## config.mk

```make
export PLATFORM = sky130hd
export DESIGN_NAME = mac_dot_seq
export DESIGN_NICKNAME = d
export VERILOG_FILES = /design/src/rtl/mac_dot_seq.sv
export SDC_FILE = /design/constraint.sdc
export NUM_CORES = 1
export LEC_CHECK = 0
export ABC_AREA = 1
export CORE_MARGIN = 5
export CORE_UTILIZATION = 52
export CTS_BUF_LIST = sky130_fd_sc_hd__clkbuf_4 sky130_fd_sc_hd__clkbuf_8
export CTS_CLUSTER_SIZE = 24
export DETAILED_ROUTE_END_ITERATION = 12
export HOLD_SLACK_MARGIN = 0.08
export PLACE_DENSITY_LB_ADDON = 0.15
export SYNTH_ARGS = -nofsm -noshare
export SYNTH_HDL_FRONTEND = slang
export SYNTH_SLANG_ARGS = --single-unit
```

## constraint.sdc

```tcl
create_clock -name clk -period 2.95 [get_ports clk]
set_input_delay 0.59 -clock clk [delete_from_list [all_inputs] [get_ports clk]]
set_output_delay 0.59 -clock clk [all_outputs]
set_load 0.05 [all_outputs]
```

## src/rtl/mac_dot_seq.sv

```systemverilog
// mac_dot_seq: runs a dot product on mac_top by fetching operand pairs from two
// synchronous-read memories and returning the final accumulator over valid/ready.
module mac_dot_seq #(
  parameter int DATA_WIDTH = 16,
  parameter int ACC_WIDTH  = 40,
  parameter int ADDR_WIDTH = 8,
  parameter int LEN_WIDTH  = 9,
  parameter int TIMEOUT    = 64
) (
  input  logic                  clk,
  input  logic                  rst_n,
  input  logic                  cmd_valid,
  output logic                  cmd_ready,
  input  logic [ADDR_WIDTH-1:0] cmd_base_a,
  input  logic [ADDR_WIDTH-1:0] cmd_base_b,
  input  logic [LEN_WIDTH-1:0]  cmd_len,
  input  logic                  abort,
  output logic                  mem_rd_en,
  output logic [ADDR_WIDTH-1:0] mem_addr_a,
  output logic [ADDR_WIDTH-1:0] mem_addr_b,
  input  logic [DATA_WIDTH-1:0] mem_rdata_a,
  input  logic [DATA_WIDTH-1:0] mem_rdata_b,
  output logic                  mac_start,
  output logic                  mac_clr_acc,
  output logic [DATA_WIDTH-1:0] mac_a,
  output logic [DATA_WIDTH-1:0] mac_b,
  input  logic                  mac_ready,
  input  logic [ACC_WIDTH-1:0]  mac_acc,
  output logic                  result_valid,
  input  logic                  result_ready,
  output logic [ACC_WIDTH-1:0]  result_data,
  output logic                  result_err,
  output logic                  busy
);
  typedef enum logic [2:0] {IDLE, CLEAR, FETCH, LOAD, START, WAIT, SETTLE, DONE} state_t;
  localparam int WW = $clog2(TIMEOUT + 1);
  state_t                state_q, state_d;
  logic [ADDR_WIDTH-1:0] base_a_q, base_a_d, base_b_q, base_b_d;
  logic [LEN_WIDTH-1:0]  len_q, len_d, idx_q, idx_d;
  logic [WW-1:0]         wcnt_q, wcnt_d;
  logic                  err_q, err_d, res_err_q, res_err_d;
  logic [DATA_WIDTH-1:0] a_q, a_d, b_q, b_d;
  logic [ACC_WIDTH-1:0]  res_q, res_d;

  always_ff @(posedge clk or negedge rst_n) begin
    if (!rst_n) begin
      state_q   <= IDLE;
      base_a_q  <= '0;
      base_b_q  <= '0;
      len_q     <= '0;
      idx_q     <= '0;
      wcnt_q    <= '0;
      err_q     <= 1'b0;
      a_q       <= '0;
      b_q       <= '0;
      res_q     <= '0;
      res_err_q <= 1'b0;
    end else begin
      state_q   <= state_d;
      base_a_q  <= base_a_d;
      base_b_q  <= base_b_d;
      len_q     <= len_d;
      idx_q     <= idx_d;
      wcnt_q    <= wcnt_d;
      err_q     <= err_d;
      a_q       <= a_d;
      b_q       <= b_d;
      res_q     <= res_d;
      res_err_q <= res_err_d;
    end
  end

  always_comb begin
    state_d   = state_q;
    base_a_d  = base_a_q;
    base_b_d  = base_b_q;
    len_d     = len_q;
    idx_d     = idx_q;
    wcnt_d    = '0;
    err_d     = err_q;
    a_d       = a_q;
    b_d       = b_q;
    res_d     = res_q;
    res_err_d = res_err_q;
    case (state_q)
      IDLE: if (cmd_valid) begin
        base_a_d = cmd_base_a;
        base_b_d = cmd_base_b;
        len_d    = cmd_len;
        idx_d    = '0;
        err_d    = 1'b0;
        state_d  = CLEAR;
      end
      CLEAR: state_d = (len_q == '0) ? DONE : FETCH;
      FETCH: state_d = LOAD;
      LOAD: begin
        a_d     = mem_rdata_a;
        b_d     = mem_rdata_b;
        state_d = START;
      end
      START: state_d = WAIT;
      WAIT: begin
        wcnt_d = wcnt_q + 1'b1;
        // the first WAIT cycle may still see ready from the previous operation
        if (wcnt_q != '0 && mac_ready) state_d = SETTLE;
        else if (wcnt_d == WW'(TIMEOUT)) begin
          err_d   = 1'b1;
          state_d = DONE;
        end
      end
      SETTLE: if (idx_q == len_q - 1'b1) state_d = DONE;
              else begin
                idx_d   = idx_q + 1'b1;
                state_d = FETCH;
              end
      DONE: state_d = result_ready ? IDLE : DONE;
      default: state_d = IDLE;
    endcase
    if (abort && state_q != IDLE) state_d = IDLE;
    // a zero-length run reports the freshly cleared accumulator
    if (state_d == DONE && state_q != DONE) begin
      res_d     = (state_q == CLEAR) ? '0 : mac_acc;
      res_err_d = err_d;
    end
  end

  assign cmd_ready    = state_q == IDLE;
  assign busy         = state_q != IDLE;
  assign mem_rd_en    = state_q == FETCH && !abort;
  assign mac_start    = state_q == START && !abort;
  assign mac_clr_acc  = state_q == CLEAR;
  assign mem_addr_a   = base_a_q + idx_q[ADDR_WIDTH-1:0];
  assign mem_addr_b   = base_b_q + idx_q[ADDR_WIDTH-1:0];
  assign mac_a        = a_q;
  assign mac_b        = b_q;
  assign result_valid = state_q == DONE;
  assign result_data  = res_q;
  assign result_err   = res_err_q;
endmodule

```

==> metrics.txt <==
dominant synthesized flop cell=dfrtp_1; clk_lat worst skew=0.43 ns; Tot GR Track Use=23.4%; Seq cells post-synth=118; Final Total Pwr=8.42 mW; Mean Syn Cell Area=7.64 µm²; post-synth top area cell=dfrtp_1; clk sinks=118; Critical Path RT=2.36 ns; CP Class=reg2out; clock skew=0.0146 ns; worst vdd ir=0.790 mV; H-tree levels=4; R2R depth=15; vias per cell=4.96; crit path from=idx_q[1]$_DFFE_PN0P_; CTS buffer count=17; Die Span X=118 µm; sw power=3.82 mW; post-synth top area share=48.6%; type of destination of the critical path=output pin; crit share post-route=102%; Worst Tran Pin Value=0.655 ns; part of the power in combinational logic=52.0%; Post-synth EDFFs=0; Pre-antenna DRT Iters=5; sequential fraction of design power=28.6%; PwrDens=955 nW/µm²; Clock transition at path regs=0.07 ns; unrepaired setup endpoints after global routing=true; status=finished, violations left; setup TNS=-0.101 ns; # DRC=0; worst r2r src=len_q[0]$_DFFE_PN0P_; # Max-Cap Violations=0; Die H=118 µm; Iteration-0 DRC Markers=402; vias in the first global route=5545; Core Util, Final=77.2%; asr flop ratio synth=100%; initial antenna violation count=0; share of cells above drive strength 1=8.79%; relative slew slack=56.4%; crit path time final=3.01 ns; Post-synth top cells=nand2_1 (338), dfrtp_1 (118), inv_1 (89), nand3_1 (71), nor2_1 (37); Hold WC Path Type=in2async; Placed Area=8220 µm²; CP endpoint=mem_addr_b[7]; Int Pwr=4.59 mW; finished layout cell area=8810 µm²; total grt overflow=0; Routed Antenna Nets=0; Final setup viols=2; Yosys Warn Count=0; CP Max Fanout=5; Clock Tree Root=clkbuf_8; syn nets=917; Routability Congestion=0.863; post-synthesis sequential area ratio=48.6%; first-pass GRT wire length=26.7 mm; Rows=39; largest net degree at the start of global routing=50; CP arrival=2.42 ns; I/O Pins=198; DR vias=5729; pre-CTS setup slack=0.162 ns; Starting Density=53.2%; unique cell type count in the Yosys netlist=31; final number of max-transition violations=0; I/O Buffers=197; WL final=16.2 mm; Sw Ratio=45.4%; Final Hold Viols=0; Peak Freq=332 MHz; worst reg-to-reg setup slack=0.39 ns; Final nets=1123; top post-synthesis cells by area=dfrtp_1 (49%), nand2_1 (21%), nand3_1 (5.9%); most numerous cell in the Yosys netlist=nand2_1; HPWL Detailed=11.4 mm; WL/cell=14.0 µm; failing checks=negative setup slack; LEAKAGE=4.63 nW; final worst slack=-0.0589 ns; Clock Power Share=19.4%; Gate Count Post-Synth=794; ANT cells=0; DIE AREA=13900 µm²; area delta synth->final=45.2%; startpoint types=register; clk buf depth=2; Synth Cell Area=6070 µm²; r2r endpoint=result_data[18]$_DFFE_PN0P_; Placeable Area=11400 µm²; CTS tree=done
==> power by group through the flow <==
stage	combinational, mW	sequential (mW)	clock (mW)
after detailed placement	4.35	2.41	0
after global routing	4.71	2.47	1.75
final	4.38	2.41	1.63
after global placement	4.30	2.40	0
after CTS	4.40	2.40	1.66
after floorplan	1.80	3.39	0
==> metal layers <==
layer | up-vias | GRT usage (%) | wire length, µm
met4 | 0 | 7.67 | 329
li1 | 2859 | - | -
met1 | 2653 | 27.9 | 6540
met2 | 187 | 38.9 | 8030
met3 | 30 | 8.94 | 1280
met5 | - | 0 | 0
==> metrics by stage <==
stage | cells | hold slack [ns]
finish | 1155 | 0.178
global route | 1155 | 0.211
CTS | 1152 | 0.190
detailed placement | 1116 | 0.457
global placement | 1116 | 0.452
floorplan | 794 | 0.294
==> worst min path at each step <==
stage / slack [ns] / depth (start not counted) / endpoint
after floorplan: 0.29 / 0 / base_a_q[0]$_DFFE_PN0P_
after global placement: 0.45 / 2 / mac_b[7]$_DFFE_PN0P_
after detailed placement: 0.46 / 2 / mac_b[14]$_DFFE_PN0P_
after CTS: 0.19 / 1 / base_b_q[3]$_DFFE_PN0P_
after global routing: 0.21 / 1 / base_b_q[1]$_DFFE_PN0P_
final: 0.18 / 1 / len_q[1]$_DFFE_PN0P_
==> cells by family (layout without fill, tap and decap cells) <==
logic type	Yosys count	after routing	share of synthesized area (%)
compound gates	46	46	3.98
xor+xnor	22	22	3.17
fa+ha+maj	20	20	4.37
buf+inv	122	340	8.41
flops	118	118	48.6
simple gates	466	466	31.4
==> final cells by class <==
| class | instances | area [µm²] |
|---|---|---|
| Sequential cell | 118 | 2960 |
| Multi-Input combinational cell | 554 | 2680 |
| Fill cell | 850 | 2610 |
| Timing Repair Buffer | 216 | 2200 |
| Inverter | 93 | 349 |
| Clock buffer | 23 | 298 |
| Tap cell | 143 | 179 |
| Clock inverter | 8 | 146 |
==> worst max-delay path, cell delays in order, from the launching register on <==
cell and delay [ns]:
dfrtp_2 0.46, ha_1 0.30, nand3_1 0.09, nand2_1 0.08, a21o_1 0.19, a21oi_2 0.17
o21ai_1 0.10, a21oi_1 0.16, xor2_1 0.24, clkbuf_16 0.21
==> cell usage in the layout, fill, tap and decap left out, types with 3 or more instances in the layout <==
cell type,synthesis,layout
clkbuf_8,0,20
inv_1,89,88
a21oi_1,14,10
nand2_1,338,338
inv_2,4,5
clkdlybuf4s50_1,0,180
nor2_1,37,36
xnor2_1,6,6
o21ai_0,28,22
ha_4,0,3
nand4_1,4,4
buf_4,4,23
xor2_1,16,15
dfrtp_2,0,3
dlygate4sd2_1,0,4
nor3_1,4,4
clkbuf_16,0,3
bufinv_16,0,4
o21ai_1,0,4
nand3_1,71,71
dfrtp_1,118,115
clkbuf_4,0,3
ha_1,18,15
a21oi_2,0,4
buf_12,0,6
==> sequential cells by signal, indices dropped and copies added, names as in the netlist, 7 cells and up <==
| name | count |
|---|---|
| len_q | 9 |
| mac_a | 16 |
| result_data | 40 |
| base_b_q | 8 |
| wcnt_q | 7 |
| idx_q | 9 |
| base_a_q | 8 |
| mac_b | 16 |
==> repair_timing <==
item,CTS,global route
setup buffers,5,3
resized for setup,21,10
endpoints found under the setup margin,8,5
hold buffers,0,0
pin swaps,3,9
Power figures use the tool's default switching activity.
